$ cat src/rtl/audiodac_pkg.sv
// Shared definitions for the audio DAC controller and the delta-sigma modulator:
// sequencer state codes, scale limits and modulator mode/OSR codes.
package audiodac_pkg;

    typedef enum logic [2:0] {
        ST_IDLE      = 3'd0,
        ST_START     = 3'd1,
        ST_RAMP_UP   = 3'd2,
        ST_RUN       = 3'd3,
        ST_RAMP_DOWN = 3'd4
    } state_e;

    typedef enum logic {
        MODE_1ST = 1'b0,
        MODE_2ND = 1'b1
    } mode_e;

    typedef enum logic [1:0] {
        OSR_32  = 2'd0,
        OSR_64  = 2'd1,
        OSR_128 = 2'd2,
        OSR_256 = 2'd3
    } osr_e;

    localparam int unsigned SCALE_W   = 4;
    localparam logic [3:0]  SCALE_OFF = 4'd15;

endpackage

$ cat src/rtl/audiodac_fifo.sv
// Synchronous sample FIFO; head reads straight from storage at the read pointer.
module audiodac_fifo #(
    parameter int unsigned BW         = 16,
    parameter int unsigned FIFO_DEPTH = 8
) (
    input  logic                          clk_i,
    input  logic                          rst_i,
    input  logic                          push,
    input  logic [BW-1:0]                 wdata,
    input  logic                          pop,
    output logic [BW-1:0]                 head_c,
    output logic                          full_c,
    output logic                          empty_c,
    output logic [$clog2(FIFO_DEPTH):0]   level
);

    localparam int unsigned AW = $clog2(FIFO_DEPTH);
    localparam int unsigned LW = AW + 1;

    logic [BW-1:0] mem [FIFO_DEPTH];
    logic [AW-1:0] wr_ptr;
    logic [AW-1:0] rd_ptr;

    // Pointers wrap naturally because the depth is a power of two.
    always_ff @(posedge clk_i or posedge rst_i) begin
        if (rst_i) begin
            wr_ptr <= '0;
            rd_ptr <= '0;
            level  <= '0;
        end else begin
            if (push) wr_ptr <= wr_ptr + AW'(1);
            if (pop)  rd_ptr <= rd_ptr + AW'(1);
            if (push && !pop)      level <= level + LW'(1);
            else if (pop && !push) level <= level - LW'(1);
        end
    end

    always_ff @(posedge clk_i) begin
        if (push) mem[wr_ptr] <= wdata;
    end

    assign head_c  = mem[rd_ptr];
    assign full_c  = (level == LW'(FIFO_DEPTH));
    assign empty_c = (level == '0);

endmodule

$ cat src/rtl/audiodac_ctrl.sv
// Sequencer/feeder for the audio delta-sigma modulator with click-free soft start/stop.
// Define AUDIODAC_CTRL_UFLOW_CNT_EN to add the saturating underflow counter port uflow_cnt_o.
module audiodac_ctrl
    import audiodac_pkg::*;
#(
    parameter int unsigned BW         = 16,
    parameter int unsigned FIFO_DEPTH = 8,
    parameter int unsigned RAMP_LOG2  = 4
) (
    input  logic                          clk_i,
    input  logic                          rst_i,
    input  logic                          enable_i,
    input  logic                          mode_cfg_i,
    input  logic [1:0]                    osr_cfg_i,
    input  logic [3:0]                    vol_i,
    input  logic [BW-1:0]                 s_data_i,
    input  logic                          s_valid_i,
    output logic                          s_ready_o,
    output logic [BW-1:0]                 data_o,
    input  logic                          data_rd_i,
    output logic                          mod_rst_n_o,
    output logic                          mode_o,
    output logic [1:0]                    osr_o,
    output logic [3:0]                    scale_o,
    output logic                          busy_o,
    output logic [$clog2(FIFO_DEPTH):0]   fifo_level_o,
`ifdef AUDIODAC_CTRL_UFLOW_CNT_EN
    output logic [7:0]                    uflow_cnt_o,
`endif
    output logic                          uflow_o
);

    localparam logic [BW-1:0] DATA_MID = {1'b1, {(BW-1){1'b0}}};

    state_e               state_q;
    state_e               state_d;
    logic [SCALE_W-1:0]   scale_d;
    logic [RAMP_LOG2-1:0] ramp_cnt_q;

    logic          fifo_full_c;
    logic          fifo_empty_c;
    logic [BW-1:0] fifo_head_c;
    logic          push_c;
    logic          pop_c;
    logic          fetch_c;
    logic          wrap_c;
    logic          start_c;

    assign s_ready_o = !fifo_full_c;
    assign push_c    = s_valid_i && s_ready_o;
    assign fetch_c   = data_rd_i && (state_q != ST_IDLE);
    assign pop_c     = fetch_c && !fifo_empty_c;
    assign wrap_c    = fetch_c && (ramp_cnt_q == {RAMP_LOG2{1'b1}});
    assign start_c   = (state_q == ST_IDLE) && (state_d == ST_START);

    audiodac_fifo #(
        .BW         (BW),
        .FIFO_DEPTH (FIFO_DEPTH)
    ) u_fifo (
        .clk_i   (clk_i),
        .rst_i   (rst_i),
        .push    (push_c),
        .wdata   (s_data_i),
        .pop     (pop_c),
        .head_c  (fifo_head_c),
        .full_c  (fifo_full_c),
        .empty_c (fifo_empty_c),
        .level   (fifo_level_o)
    );

    always_ff @(posedge clk_i or posedge rst_i) begin
        if (rst_i) state_q <= ST_IDLE;
        else       state_q <= state_d;
    end

    // Next state and next scale; a scale step only happens on a ramp-counter wrap.
    always_comb begin
        state_d = state_q;
        scale_d = scale_o;
        case (state_q)
            ST_IDLE: begin
                scale_d = SCALE_OFF;
                if (enable_i && !fifo_empty_c) state_d = ST_START;
            end
            ST_START: begin
                if (!enable_i)      state_d = ST_RAMP_DOWN;
                else if (data_rd_i) state_d = ST_RAMP_UP;
            end
            ST_RAMP_UP: begin
                if (!enable_i)              state_d = ST_RAMP_DOWN;
                else if (scale_o <= vol_i)  state_d = ST_RUN;
                else if (wrap_c)            scale_d = scale_o - 4'd1;
            end
            ST_RUN: begin
                if (!enable_i) state_d = ST_RAMP_DOWN;
                if (wrap_c) begin
                    if (scale_o < vol_i)      scale_d = scale_o + 4'd1;
                    else if (scale_o > vol_i) scale_d = scale_o - 4'd1;
                end
            end
            ST_RAMP_DOWN: begin
                if (enable_i)                  state_d = ST_RAMP_UP;
                else if (scale_o == SCALE_OFF) state_d = ST_IDLE;
                else if (wrap_c)               scale_d = scale_o + 4'd1;
            end
            default: state_d = ST_IDLE;
        endcase
    end

    // Registered modulator interface; config tracks inputs only while idle.
    always_ff @(posedge clk_i or posedge rst_i) begin
        if (rst_i) begin
            ramp_cnt_q  <= '0;
            data_o      <= DATA_MID;
            mod_rst_n_o <= 1'b0;
            busy_o      <= 1'b0;
            scale_o     <= SCALE_OFF;
            mode_o      <= MODE_1ST;
            osr_o       <= OSR_32;
            uflow_o     <= 1'b0;
        end else begin
            mod_rst_n_o <= (state_d != ST_IDLE);
            busy_o      <= (state_d != ST_IDLE);
            scale_o     <= scale_d;
            uflow_o     <= fetch_c && fifo_empty_c;
            if (start_c)      ramp_cnt_q <= '0;
            else if (fetch_c) ramp_cnt_q <= ramp_cnt_q + RAMP_LOG2'(1);
            if (state_q == ST_IDLE) begin
                mode_o <= mode_cfg_i;
                osr_o  <= osr_cfg_i;
                data_o <= DATA_MID;
            end else if (fetch_c) begin
                data_o <= fifo_empty_c ? DATA_MID : fifo_head_c;
            end
        end
    end

`ifdef AUDIODAC_CTRL_UFLOW_CNT_EN
    // Underflow count per play session, saturating at 255.
    always_ff @(posedge clk_i or posedge rst_i) begin
        if (rst_i)                                            uflow_cnt_o <= '0;
        else if (start_c)                                     uflow_cnt_o <= '0;
        else if (fetch_c && fifo_empty_c && uflow_cnt_o != 8'hFF) uflow_cnt_o <= uflow_cnt_o + 8'd1;
    end
`endif

endmodule
$ cat config.mk
export PLATFORM = sky130hd
export DESIGN_NAME = audiodac_ctrl
export DESIGN_NICKNAME = d
export VERILOG_FILES = /design/src/rtl/audiodac_pkg.sv /design/src/rtl/audiodac_fifo.sv /design/src/rtl/audiodac_ctrl.sv
export SDC_FILE = /design/constraint.sdc
export NUM_CORES = 1
export LEC_CHECK = 0
export CORE_UTILIZATION = 45
export CTS_CLUSTER_DIAMETER = 50
export DETAILED_ROUTE_END_ITERATION = 10
export GPL_ROUTABILITY_DRIVEN = 0
export HOLD_SLACK_MARGIN = 0.03
export PLACE_DENSITY = 0.68
export SLEW_MARGIN = 10
export SYNTH_ARGS = -nofsm -noshare
export SYNTH_HDL_FRONTEND = slang
export SYNTH_SLANG_ARGS = --single-unit
$ cat constraint.sdc
create_clock -name clk_i -period 2.85 [get_ports clk_i]
set_clock_uncertainty 0.15 [all_clocks]
set_input_delay 0.4275 -clock clk_i [delete_from_list [all_inputs] [get_ports clk_i]]
set_output_delay 0.4275 -clock clk_i [all_outputs]
set_load 0.05 [all_outputs]
==> run metrics <==
maximum buffer depth of the clock tree=2; Mapped Area=between 6000 and 7000 sq um; failing checks=DRC; hpwl dp=between 8000 and 9000 um; status=finished, violations left; full die area=between 15,000 and 20,000 sq um; critical path arrival=approximately 2.7 ns; drt drc=6; clock network fraction of design power=0.228; Pint=just under 6000 uW; area grow syn2layout=21.7%; Setup Fix Bufs, Post-CTS=0; Critical Path Max Stage Delay=~0.62 ns; # clock sinks=between 150 and 200; Post-Route WL=~13,000 um; Avg Synthesized Cell Area=17.2 sq um; Hold/Removal Path Class=in2async; pin count of the biggest net entering global routing=35; share of layout cells above drive strength 1=0.212; WS Path Type=reg2reg; first-pass GRT wire length=approximately 21,000 um; Total GRT Usage=0.185; total negative setup slack=0 ns; placed cells=between 600 and 700; combinational share of power=0.376; CP top delay family=simple AND/OR/NAND/NOR gates; CTS H-Tree Depth=4; wire per inst=between 15 and 20 um; CP Capture Type=register; Final Hold Viols=0; Layout Cells excl Fill=679; Core Util, Final=0.568; port buffer count=58; Max Cap Viol=0; Slowest cell on crit path=or4_1; Clk Latency, worst-skew pair=0.42 ns; Routed Antenna Nets=0; RSZ-0062 raised after global routing=no; worst slew pin tran=a little under 0.6 ns; io pins=59; row count=between 40 and 50; worst-path maximum fanout=5; count of cell types in the netlist=41; fin. max-slew vios=0; die height=126 um; Starting Density=0.466; Net Count, Synth=roughly 440; sw power=approximately 3100 uW; DIE WIDTH=between 100 and 150 um; CTS buffer count=17; grt ovf=0; antenna violations before repair=0; CTS clk-pin slew, worst paths=~0.06 ns; share of power burned in registers=0.396; number of diodes=0; YS warnings=0; post-route minimum period=2.57 ns; Req. time, crit path=3.00 ns; Lkg Pwr=0.00302 uW; Switching Fraction=0.351; Vias=between 3,000 and 4,000; Worst Path Buf+Inv=1; Cells after Synth=401; worst-path cell chain=or4_1 > nand2_4 > ha_4 > inv_1 > ha_1 > a21o_1 > a21oi_2 > xnor2_1 > nor2_1 > xor2_1; Max rail drop VDD=0.582 mV; type of origin of the critical path=register; CTS root buffer=clkbuf_16; DR iter-0 viols=roughly 230; Fmax=389 MHz; count of final setup violators=0; vias in the first global route=3,962; cell area power density=1060 nW/um^2; hold_buf cts=0; Slew HR=0.606; vias per inst=between 5 and 6; post-synthesis sequential area ratio=0.712; final hold slack=between 0.2 and 0.25 ns; Pre-antenna DRT Iters=10; Core Box Area=roughly 15,000 sq um; Power, Total=between 8000 and 9000 uW; # nets final=about 520; CTS resizes=0; Final period util=0.901; Synth Register Bits=170; TritonCTS clock tree=done
-- synth_stat cells (all sizes together) --
master / n / area share
edfxtp: 128 / 0.56
dfrtp: 37 / 0.13
mux4: 32 / 0.10
nand2: 31 / 0.017
o21ai: 24 / 0.017
mux2i: 17 / 0.025
nor2: 14 / 0.0076
ha: 12 / 0.022
clkbuf: 11 / 0.0060
inv: 9 / 0.0049
buf: 8 / 0.0058
nand2b: 8 / 0.0073
a21oi: 6 / 0.0044
mux2: 6 / 0.0098
xnor2: 6 / 0.0076
a31oi: 5 / 0.0045
dfstp: 5 / 0.019
nor2b: 5 / 0.0045
nor3: 5 / 0.0036
nand3: 4 / 0.0029
nand4: 3 / 0.0027
o21a: 3 / 0.0033
and2: 2 / 0.0018
o211a: 2 / 0.0029
o211ai: 2 / 0.0022
o31ai: 2 / 0.0022
xor2: 2 / 0.0025
a21o: 1 / 0.0011
a22oi: 1 / 0.0011
a311o: 1 / 0.0015
a41o: 1 / 0.0015
a41oi: 1 / 0.0013
and3: 1 / 0.00091
fa: 1 / 0.0029
nor3b: 1 / 0.0011
nor4: 1 / 0.00091
o32ai: 1 / 0.0013
or3: 1 / 0.00091
or4: 1 / 0.0011
-- cells in the final DEF (no fill, tap or decap), types with 5 or more instances in the layout --
master           count
edfxtp_1           128
xnor2_1              6
dfstp_2              5
nor2_1              14
ha_1                11
inv_1                8
dfrtp_1             33
nand2_1             29
mux2i_1             17
a31oi_1              5
nand2b_1             8
mux4_2              32
clkbuf_16           17
clkdlybuf4s50_1     58
nor2b_1              5
mux2_2               6
buf_4               21
a21oi_1              5
o21ai_0             24
clkinv_1             5
-- cells by family after synthesis --
family / count (synthesis) / synth area share
xor+xnor: 8 / 0.0102
mux: 55 / 0.139
fa+ha+maj: 13 / 0.0247
compound gates: 50 / 0.0445
buf+inv: 28 / 0.0167
simple gates: 77 / 0.0524
flops: 170 / 0.712
-- layer usage --
layer	global-route usage	part of all wire
met1	0.236	0.43
met2	0.309	0.51
met3	0.0552	0.044
met4	0.0545	0.0074
met5	0	0
-- stage by stage --
step / setup slack (ns) / instance area [sq um]
floorplan: 0.0385 / 6940
global placement: 0.113 / 7860
detailed placement: 0.101 / 7860
CTS: 0.275 / 8380
global route: 0.186 / 8380
finish: 0.282 / 8380
-- path summary, 6_finish.rpt --
check | startpoint | slack, ns | cells past startpoint | endpoint
min in group clk_i | data_o[4] | 0.33 | 2 | data_o[4]
min | rst_i | 0.25 | 2 | state_q[1]
max | u_fifo.level[2] | 0.28 | 10 | u_fifo.level[3]
max in group asynchronous | rst_i | 1.69 | 3 | ramp_cnt_q[1]
min reg2reg | data_o[4] | 0.33 | 2 | data_o[4]
max reg2reg | u_fifo.level[2] | 0.28 | 10 | u_fifo.level[3]
-- flip-flops by register name (all words and copies together) (netlist names) --
| signal | count |
|---|---|
| busy_o | 1 |
| data_o | 16 |
| mode_o | 1 |
| osr_o | 2 |
| ramp_cnt_q | 4 |
| scale_o | 4 |
| state_q | 3 |
| u_fifo.level | 4 |
| u_fifo.mem | 128 |
| u_fifo.rd_ptr | 3 |
| u_fifo.wr_ptr | 3 |
| uflow_o | 1 |
-- power by group through the flow --
| stage | clock, uW | sequential [uW] | combinational (uW) |
|---|---|---|---|
| 2_1_floorplan | 0 | 3950 | 2000 |
| 3_3_place_gp | 0 | 3550 | 3330 |
| 3_5_place_dp | 0 | 3580 | 3390 |
| 4_1_cts | 2080 | 3530 | 3400 |
| 5_1_grt | 2180 | 3590 | 3640 |
| 6_report | 2030 | 3530 | 3350 |
-- area by class of cell --
type / instances / area [sq um]
flip-flops and latches: 170 / 4910
clock inverters: 15 / 96.3
fillers: 1122 / 6380
clock buffers: 17 / 425
repair buffers: 81 / 778
inverters: 9 / 33.8
multi-input cells: 203 / 1910
well taps: 184 / 230
No activity file was read; power rests on OpenSTA's default activity.
